## src/rtl/fetch_buf.sv

```systemverilog
// Instruction fetch buffer: issues sequential fetches and queues the responses in
// order for decode; a redirect flushes the queue and drops responses still in flight.
module fetch_buf #(
    parameter logic [31:0] RESET_ADDR = 32'h00000000,
    parameter int          DEPTH      = 4
) (
    input  logic        i_clk,
    input  logic        i_rst,
    input  logic        i_redirect,
    input  logic [31:0] i_redirect_pc,
    input  logic        i_halt,
    output logic        o_imem_req,
    output logic [31:0] o_imem_raddr,
    input  logic        i_imem_ack,
    input  logic        i_imem_rvld,
    input  logic [31:0] i_imem_rdata,
    output logic        o_vld,
    input  logic        i_rdy,
    output logic [31:0] o_inst,
    output logic [31:0] o_pc,
    output logic [31:0] o_nxt_pc
);

    localparam int          AW   = (DEPTH > 1) ? $clog2(DEPTH) : 1;
    localparam int          CW   = 16;
    localparam logic [AW:0] FULL = (AW+1)'(DEPTH);

    logic [31:0]   r_pc;
    logic [AW-1:0] r_head;
    logic [AW-1:0] r_tail;
    logic [AW-1:0] r_fptr;
    logic [AW:0]   r_cnt;
    logic [AW:0]   r_outs;
    logic [CW-1:0] r_disc;
    logic [31:0]   r_q_pc   [DEPTH];
    logic [31:0]   r_q_inst [DEPTH];

    logic w_acc;
    logic w_pop;
    logic w_drop;
    logic w_fill;
    logic w_rsp;
    logic w_unused_pc_lsb;

    assign w_unused_pc_lsb = &{1'b0, i_redirect_pc[1:0]};

    assign o_imem_req   = !i_rst && !i_redirect && !i_halt && (r_cnt < FULL);
    assign o_imem_raddr = r_pc;
    // Entries fill strictly in order, so the head is filled whenever any entry is.
    assign o_vld        = (r_cnt > r_outs);
    assign o_inst       = r_q_inst[r_head];
    assign o_pc         = r_q_pc[r_head];
    assign o_nxt_pc     = r_q_pc[r_head] + 32'd4;

    assign w_acc  = o_imem_req && i_imem_ack;
    assign w_pop  = o_vld && i_rdy;
    assign w_drop = i_imem_rvld && (r_disc != '0);
    assign w_fill = i_imem_rvld && (r_disc == '0) && (r_outs != '0);
    assign w_rsp  = w_drop || w_fill;

    always_ff @(posedge i_clk or posedge i_rst) begin
        if (i_rst) begin
            r_pc   <= RESET_ADDR;
            r_head <= '0;
            r_tail <= '0;
            r_fptr <= '0;
            r_cnt  <= '0;
            r_outs <= '0;
            r_disc <= '0;
        end else if (i_redirect) begin
            // Everything still in flight, old stale or newly live, must be dropped.
            r_pc   <= {i_redirect_pc[31:2], 2'b00};
            r_head <= '0;
            r_tail <= '0;
            r_fptr <= '0;
            r_cnt  <= '0;
            r_outs <= '0;
            r_disc <= r_disc + CW'(r_outs) - CW'(w_rsp);
        end else begin
            if (w_acc) begin
                r_pc   <= r_pc + 32'd4;
                r_tail <= r_tail + AW'(1);
            end
            if (w_fill) begin
                r_fptr <= r_fptr + AW'(1);
            end
            if (w_pop) begin
                r_head <= r_head + AW'(1);
            end
            r_cnt  <= r_cnt + (AW+1)'(w_acc) - (AW+1)'(w_pop);
            r_outs <= r_outs + (AW+1)'(w_acc) - (AW+1)'(w_fill);
            r_disc <= r_disc - CW'(w_drop);
        end
    end

    always_ff @(posedge i_clk) begin
        if (w_acc) begin
            r_q_pc[r_tail] <= r_pc;
        end
        if (w_fill) begin
            r_q_inst[r_fptr] <= i_imem_rdata;
        end
    end

endmodule

```

## config.mk

```make
export PLATFORM = sky130hd
export DESIGN_NAME = fetch_buf
export DESIGN_NICKNAME = d
export VERILOG_FILES = /design/src/rtl/fetch_buf.sv
export SDC_FILE = /design/constraint.sdc
export NUM_CORES = 1
export LEC_CHECK = 0
export ABC_AREA = 1
export BUFFER_PORTS_ARGS = -buffer_cell sky130_fd_sc_hd__buf_2
export CORE_MARGIN = 2
export CORE_UTILIZATION = 54
export CTS_BUF_LIST = sky130_fd_sc_hd__clkbuf_4 sky130_fd_sc_hd__clkbuf_8 sky130_fd_sc_hd__clkbuf_16
export DETAILED_ROUTE_END_ITERATION = 16
export PLACE_DENSITY = 0.77
export SYNTH_ARGS = -nofsm -noshare
export SYNTH_HDL_FRONTEND = slang
export SYNTH_SLANG_ARGS = --single-unit
```

## constraint.sdc

```tcl
create_clock -name i_clk -period 4.1 [get_ports i_clk]
set_input_delay 0.41 -clock i_clk [delete_from_list [all_inputs] [get_ports i_clk]]
set_output_delay 0.41 -clock i_clk [all_outputs]
set_load 0.05 [all_outputs]
```

Word level (Yosys, flattened, before mapping)
Memory sizes are Yosys's and may differ from the RTL's.
Index checks and enable logic that the tools add are counted.
{ "totals": {"register_bits": 60, "ramBits": 256, "input_bits": 71, "output_inout_bits": 130, "word_cells": 56, "memories": 2} }
{ "classes": {"n_addsub": 12, "magnitude_cmp": 2, "mux": 15, "n_reduce_logical": 18} }
{ "mem_list": {"columns": ["memory", "depth", "width", "read_ports", "rd_clocked_by_memory_dff", "wr", "line", "source"], "rows": [
  ["r_q_inst", 4, 32, 1, 0, 1, "36", "logic [31:0] r_q_inst [DEPTH];"],
  ["r_q_pc", 4, 32, 1, 0, 1, "35", "logic [31:0] r_q_pc [DEPTH];"]
]} }
{ "op_table": {"columns": ["op", "count"], "rows": [
  ["32-bit by 3-bit adder with 32-bit output, second input constant", 2],
  ["32-bit two-way mux", 2],
  ["16-bit by 1-bit subtractor with 16-bit output", 2],
  ["16-bit by 3-bit adder with 16-bit output", 1],
  ["16-bit zero test", 1],
  ["16-bit two-way mux", 1],
  ["16-bit nonzero test", 1],
  ["2-bit two-way mux", 6],
  ["1-bit logical AND", 8],
  ["2-bit by 1-bit adder with 2-bit output, second input constant", 3],
  ["3-bit by 1-bit adder with 3-bit output", 2],
  ["3-bit two-way mux", 2],
  ["2-bit nonzero test", 3],
  ["3-bit by 1-bit subtractor with 3-bit output", 2],
  ["1-bit two-way mux", 4],
  ["3-bit > comparator", 1],
  ["1-bit zero test", 3],
  ["3-bit < comparator, second input constant", 1],
  ["3-bit nonzero test", 1],
  ["1-bit logical OR", 1]
]} }

Longest topological paths before layout
Gate-level depths: netlist of the first run.
{ "depth": {"ltp_word": 8, "mapped_depth": 20, "depth_no_buf": 20} }

Worst setup path before layout of the first run
No wires, ideal clock.
{ "synth_timing": {"kind": "input to register", "from": "in i_redirect", "to": "mem r_q_pc[0][10] (enable)", "setup_time_ns": 0.417, "arrival_ns": 3.230, "t_required_ns": 3.683, "slack_ns": 0.453, "stages": 7, "path_buffers": 3, "path_cell_list": "clkbuf_1 > nor2_1 > nor3b_2 > nand2_1 > buf_2 > buf_2 > nor2_1"} }
{ "synth_via": {"elab_chain_cells": 7} }
{ "synth_rtl": {"columns": ["element", "line", "source"], "rows": [
  ["start, declared", "9", "input logic i_redirect,"],
  ["1-bit zero test", "47", "assign o_imem_req = !i_rst && !i_redirect && !i_halt && (r_cnt < FULL);"],
  ["1-bit logical AND (3 in a row)", "47", null],
  ["via o_imem_req", "12", "output logic o_imem_req,"],
  ["1-bit logical AND", "55", "assign w_acc = o_imem_req && i_imem_ack;"],
  ["1-bit two-way mux", "97", "if (w_acc) begin"],
  ["1-bit two-way mux (not written as such)", "98", "r_q_pc[r_tail] <= r_pc;"],
  ["end, declared", "35", null]
]} }
The timed path passes the listed nets, and every way through them passes these cells.

Final worst setup path of the first run
{ "layout_timing": {"from": "reg r_head[0]", "to": "out o_nxt_pc[27]"} }
{ "layout_via": {"elab_chain_cells": 2} }
{ "layout_rtl": {"columns": ["element", "line", "source"], "rows": [
  ["start, declared", "29", "logic [AW-1:0] r_head;"],
  ["start signal, assigned", "88", "r_head <= r_head + AW'(1);"],
  ["memory read 4 x 32 bit", null, null],
  ["32-bit by 3-bit adder with 32-bit output", "53", "assign o_nxt_pc = r_q_pc[r_head] + 32'd4;"],
  ["end, declared", "21", "output logic [31:0] o_nxt_pc"]
]} }
Every way passes these cells.

==> impl_metrics.tcl, run 1 <==
set metrics [dict create \
    pin_count 201 \
    cpMostUsedCell "nand2_1" \
    fin_nets 2035 \
    power.density_nw_per_um2 654 \
    seq_area_frac_synth 0.566 \
    p_leak_uw 0.00786 \
    synth_top_area_frac 0.474 \
    dp.cells 2258 \
    min_path_type "input pin to register" \
    setup_viol_count_final 0 \
    cts_tree "done" \
    cp_cell_sequence "inv_4 -> buf_4 -> nand2_1 -> nand2_1 -> nand2_1 -> nand2_2 -> nand2_1 -> nor2_1 -> nand2_1 -> nor2_1 -> nand3_1 -> nand2_1 -> buf_2" \
    cp_slowest_cell "buf_4" \
    max_stage_delay_ns 0.54 \
    cts_resized 0 \
    grt_antenna_before_repair 1 \
    gp_congestion 0.907 \
    die_h_um 175 \
    slew_headroom 0.425 \
    syn_area_per_cell_um2 9.14 \
    core-area_um2 28700 \
    layout-drive-gt1-share 0.160 \
    post_dp_cell_area_um2 17000 \
    die_area_um2 30500 \
    status "completed" \
    overflow 0 \
    clk_latency_ns 0.56 \
    numCtsBuffers 30 \
    grt_max_degree 90 \
    finalCritPeriodShare 0.912 \
    cts_sinks 306 \
    crit_path_end_kind "output pin" \
    drcViolationCount 0 \
    syn_area_um2 15700 \
    final.setup.worst_slack_ns 0.360 \
    cap_violations 0 \
    vias 12500 \
    fin_setup_tns_ns 0 \
    clock.fmax_ghz 0.267 \
    syn_inst 1720 \
    grt_pass1_vias 12100 \
    critical_path.top_delay_family "buffers and inverters" \
    cts_buffer_depth 3 \
    final_cell_area_um2 18100 \
    path_clk_slew_ns 0.06 \
    grt_util_met3 0.0276 \
    crit_buf_inv 3 \
    postSynthRegisterBits 306 \
    num_rows 62 \
    rsz0062_at_grt "false" \
    synth_top_cells_by_area "edfxtp_1 (47%), nand2_1 (12%), dfrtp_1 (9.2%)" \
    met1_usage 0.333 \
    via_per_inst 5.40 \
    critPathMaxFanout 53 \
    die_x_um 175 \
    cts-root-buf "clkbuf_16" \
    grtUsageMet2 0.445 \
    drt-total-wl_mm 38.9 \
    setup.worst_path.class "register to output pin" \
    finalPower_uw 11800 \
    final_cells 2316 \
    top_usage_layer "met2" \
    start_util 0.548 \
    clock_skew_ns 0.0108 \
    dpl_worst_slack_ns 0.796 \
    ys_types 38 \
    cts_hold_buffers 1 \
    firstDrtPassIters 7 \
    period_minus_slack_ns 3.74 \
    arrival_ns 3.33 \
    peakVddDrop_mv 0.513 \
    portBuffers 192 \
    yosys_warnings 0 \
    drt_iter0_markers 912 \
    worstMarginPinSlew_ns 0.862 \
    routedWlPerCell_um 16.8 \
    finalMaxSlewViolations 0 \
    hold_viol_final 0 \
    synth_top_cell_by_area "edfxtp_1" \
    syn2layout_area_growth_pct 14.9 \
    htreeDepth 1 \
    startpoint_type "register" \
    grt_usage 0.253 \
    dpl.hpwl_mm 26.7 \
    ant_nets 0 \
    n_fill_cell 2364 \
    required_ns 3.69 \
    post-cts-setup-buffer-count 0 \
    grt_pass1_wl_mm 61.5 \
]
-- registers in the layout (all words and copies together), names as in the netlist --
register      cells
r_disc           16
r_q_inst        128
r_head            2
o_imem_raddr     30
r_outs            3
r_tail            2
r_fptr            2
r_q_pc          120
r_cnt             3
-- cells by family (layout without fill, tap and decap cells) --
| group | after synthesis | after routing | synth area share |
|---|---|---|---|
| and+or+nand+nor | 870 | 870 | 0.227 |
| other | 1 | 7 | 0.000239 |
| muxes | 1 | 1 | 0.000637 |
| buffers and inverters | 238 | 444 | 0.0641 |
| adders and majority gates | 57 | 57 | 0.0468 |
| xor gates and xnor gates | 36 | 36 | 0.0201 |
| DFF | 306 | 306 | 0.566 |
| AOI/OAI and AO/OA | 211 | 211 | 0.0748 |
-- Yosys cell counts (all sizes together) --
| library cell | n |
|---|---|
| nand2 | 526 |
| edfxtp | 248 |
| nor2 | 180 |
| inv | 172 |
| nand3 | 124 |
| o21ai | 113 |
| dfrtp | 58 |
| ha | 54 |
| buf | 42 |
| a21oi | 35 |
| o22ai | 32 |
| xor2 | 32 |
| clkbuf | 24 |
| nor3 | 17 |
| nand4 | 16 |
| o21bai | 12 |
| o211ai | 11 |
| or2 | 4 |
| xnor2 | 4 |
| a31oi | 3 |
| fa | 3 |
| o221ai | 3 |
| a32oi | 2 |
| and3 | 1 |
| conb | 1 |
| mux2i | 1 |
| nand3b | 1 |
| nor3b | 1 |
-- final cells by class --
| type | instances | area (um2) | share of cell area |
|---|---|---|---|
| diodes | 1 | 2.50 | 0.000139 |
| clock buffers | 39 | 825 | 0.0457 |
| clock inverters | 17 | 186 | 0.0103 |
| inverters | 172 | 648 | 0.0359 |
| multi-input cells | 1181 | 5850 | 0.324 |
| flip-flops and latches | 306 | 8900 | 0.493 |
| well taps | 384 | 480 | 0.0266 |
| repair buffers | 216 | 1160 | 0.0640 |
-- where the power goes --
| part | switching [uW] | internal (uW) |
|---|---|---|
| logic | 3950 | 1370 |
| registers | 181 | 3540 |
| clock network | 1140 | 1610 |
-- metal layers --
layer,share of wire,wire (um)
met4,0.028,1080
met1,0.42,16200
met5,0,0
met2,0.50,19400
met3,0.060,2340
-- cells in the final DEF, fill, tap and decap left out, types with 4 or more instances in the layout --
master,instances
nand2_1,515
edfxtp_1,248
buf_2,192
inv_1,168
nor2_1,162
nand3_1,124
o21ai_0,112
dfrtp_1,56
ha_1,54
a21oi_1,35
xor2_1,32
o22ai_1,32
clkbuf_16,30
buf_4,22
nor3_1,17
nand4_1,16
nor2_2,16
o21bai_1,12
nand2_2,11
o211ai_1,11
clkinv_2,8
clkbuf_4,8
conb_1,6
or2_2,4
xnor2_1,4
-- worst paths after layout --
check	startpoint	to	slack, ns	depth (start not counted)
worst max-delay path	r_head[0]	o_nxt_pc[27]	0.36	13
max in group asynchronous	i_rst	r_head[0]	2.67	4
worst max register to register	r_disc[13]	r_disc[14]	0.70	21
min in group asynchronous	i_rst	r_cnt[1]	0.51	3
worst min register to register	r_disc[14]	r_disc[14]	0.59	3
worst min-delay path	i_imem_rdata[28]	r_q_inst[1][28]	0.06	1
-- worst register-to-register path: stages (launching register included) --
cell and delay, ns:
dfrtp_1 0.41, inv_1 0.14, ha_1 0.26, nand4_1 0.13, nor3_1 0.29, inv_1 0.10
nand2_1 0.09, nand2_1 0.06, ha_1 0.27, inv_1 0.06, ha_1 0.13, inv_1 0.06
fa_1 0.40, o21ai_0 0.18, buf_4 0.17, nand2_1 0.05, nand2_1 0.13, nand2_1 0.09
nand3_1 0.08, nand2_1 0.05, nand3_1 0.09, nand2_1 0.06
-- stage by stage --
| stage | utilization | hold WS (ns) |
|---|---|---|
| after global routing | 0.629 | 0.0433 |
| after global placement | 0.593 | 0.569 |
| after floorplan | - | 0.509 |
| after CTS | 0.629 | 0.0398 |
| final | 0.629 | 0.0588 |
| after detailed placement | 0.593 | 0.573 |
(Power assumes the default switching activity.)
==> inputs of run 2 (changes only) <==
Settings changed: CTS_CLUSTER_DIAMETER set to 100, PLACE_DENSITY 0.77 to 0.8.
==> impl_metrics.tcl, run 2 (same netlist as run 1, synthesis figures left out) <==
set metrics [dict create \
    status "completed" \
    firstDrtPassIters 6 \
    top_register "r_q_inst" \
    arrival_ns 3.39 \
    dp.cells 2257 \
    dr_wl_met2_mm 18.8 \
    grt_pass1_vias 11900 \
    power.switching_uw 5300 \
    grt_max_degree 68 \
    cap_violations 0 \
    regToRegEndpoint "r_disc[14]" \
    syn2layout_area_growth_pct 15.1 \
    rr_startpoint "r_disc[11]" \
    critPathMaxFanout 48 \
    crit_path_end_kind "output pin" \
    num_rows 62 \
    grt_pass1_wl_mm 60.6 \
    intPower_uw 6670 \
    final_cells 2314 \
    layout-drive-gt1-share 0.158 \
    post-cts-setup-buffer-count 0 \
    setup_viol_count_final 0 \
    startpoint_type "register" \
    vias 12600 \
    pwr-share-seq 0.316 \
    cts_hold_buffers 0 \
    routedWlPerCell_um 16.7 \
    comb_power_share 0.441 \
    cts_sinks 306 \
    final_cell_mix "nand2_1 (515), edfxtp_1 (248), buf_2 (192)" \
    met1_length_mm 15.8 \
    met3WireLength_mm 2.83 \
    die_area_um2 30500 \
    sw_frac_of_total 0.443 \
    worstMarginPinSlew_ns 0.804 \
    final_common_cell "nand2_1" \
    grt_antenna_before_repair 3 \
    cts_tree "done" \
    grt_usage 0.248 \
    gp_congestion 0.954 \
    path_clk_slew_ns 0.06 \
    numCtsBuffers 29 \
    min_path_type "input pin to asynchronous set/reset pin" \
    pin_count 201 \
    rr_worst_depth 21 \
    dpl.hpwl_mm 26.6 \
    peakVddDrop_mv 0.441 \
    start_util 0.548 \
    portBuffers 192 \
    power.density_nw_per_um2 662 \
    hold_viol_final 0 \
    p_leak_uw 0.00787 \
    rsz0062_at_grt "false" \
    largest_reg_flops 128 \
    die_x_um 175 \
    fin_setup_tns_ns 0 \
    setup.worst_path.class "register to output pin" \
    clk_latency_ns 0.56 \
    reg2reg_slack_ns 0.65 \
    slew_headroom 0.463 \
    core-area_um2 28700 \
    clock.fmax_ghz 0.263 \
    required_ns 3.69 \
    drcViolationCount 0 \
    die_h_um 175 \
    finalCritPeriodShare 0.928 \
    clock_skew_ns 0.0161 \
    fin_nets 2032 \
    htreeDepth 1 \
    cts-root-buf "clkbuf_16" \
    drt_iter0_markers 1122 \
    overflow 0 \
    drt-total-wl_mm 38.7 \
    cts_buffer_depth 3 \
    cts_resized 0 \
    period_minus_slack_ns 3.80 \
    ant_nets 0 \
    highest_layer "met4" \
    clockPowerShare 0.243 \
    n_fill_cell 2288 \
    via_per_inst 5.46 \
    finalMaxSlewViolations 0 \
]
## run 2: how the worst max path moves through the flow
| stage | slack [ns] | startpoint | endpoint | cells after the start |
|---|---|---|---|---|
| 6_report | 0.30 | r_head[0] | o_nxt_pc[20] | 13 |
| 5_1_grt | 0.12 | r_head[0] | o_nxt_pc[30] | 13 |
| 4_1_cts | 0.36 | r_head[0] | o_nxt_pc[16] | 11 |
| 3_5_place_dp | 0.73 | r_disc[13] | r_disc[14] | 21 |
| 3_3_place_gp | 0.81 | r_disc[7] | r_disc[14] | 21 |
| 2_1_floorplan | 0.45 | i_redirect | r_q_pc[0][10] | 7 |
## run 2: power groups by stage
stage,Combinational (uW),Clock (uW),Sequential (uW)
finish,5280,2920,3780
global route,5750,3060,3810
CTS,5250,2940,3780
detailed placement,5210,0,3840
global placement,5090,0,3830
floorplan,4000,0,3840
## run 2: final cells by class
type | count | area (um2) | share of cell area
well taps | 384 | 480 | 0.0266
multi-input cells | 1181 | 5850 | 0.323
flip-flops and latches | 306 | 8900 | 0.492
diodes | 3 | 7.51 | 0.000415
repair buffers | 214 | 1140 | 0.0629
inverters | 172 | 648 | 0.0358
clock inverters | 19 | 277 | 0.0153
clock buffers | 35 | 790 | 0.0436
## run 2: worst max-delay path, cell delays in order (launching register included)
cell,delay (ns)
dfrtp_4,0.68
inv_4,0.33
nand2_1,0.11
nand2_1,0.08
nand2_1,0.06
nand2_1,0.14
ha_1,0.26
nand3_1,0.21
nor2_2,0.27
nand2_1,0.17
nor2_1,0.11
nand2_1,0.06
nand2_1,0.06
buf_2,0.25
## run 2: metal layers
metal | vias up | track usage
met1 | 5928 | 0.325
met2 | 532 | 0.427
met3 | 100 | 0.0337
met4 | 0 | 0.0892
met5 | - | 0
li1 | 6085 | -
## run 2: metrics by stage
step / power, uW / utilization / instance area, um2 / hold WS [ns] / setup slack (ns)
2_1_floorplan: 7850 / - / 15700 / 0.509 / 0.453
3_3_place_gp: 8920 / 0.593 / 17000 / 0.567 / 0.805
3_5_place_dp: 9050 / 0.593 / 17000 / 0.588 / 0.727
4_1_cts: 12000 / 0.630 / 18100 / 0.0343 / 0.364
5_1_grt: 12600 / 0.630 / 18100 / 0.0513 / 0.116
6_report: 12000 / 0.630 / 18100 / 0.0205 / 0.297
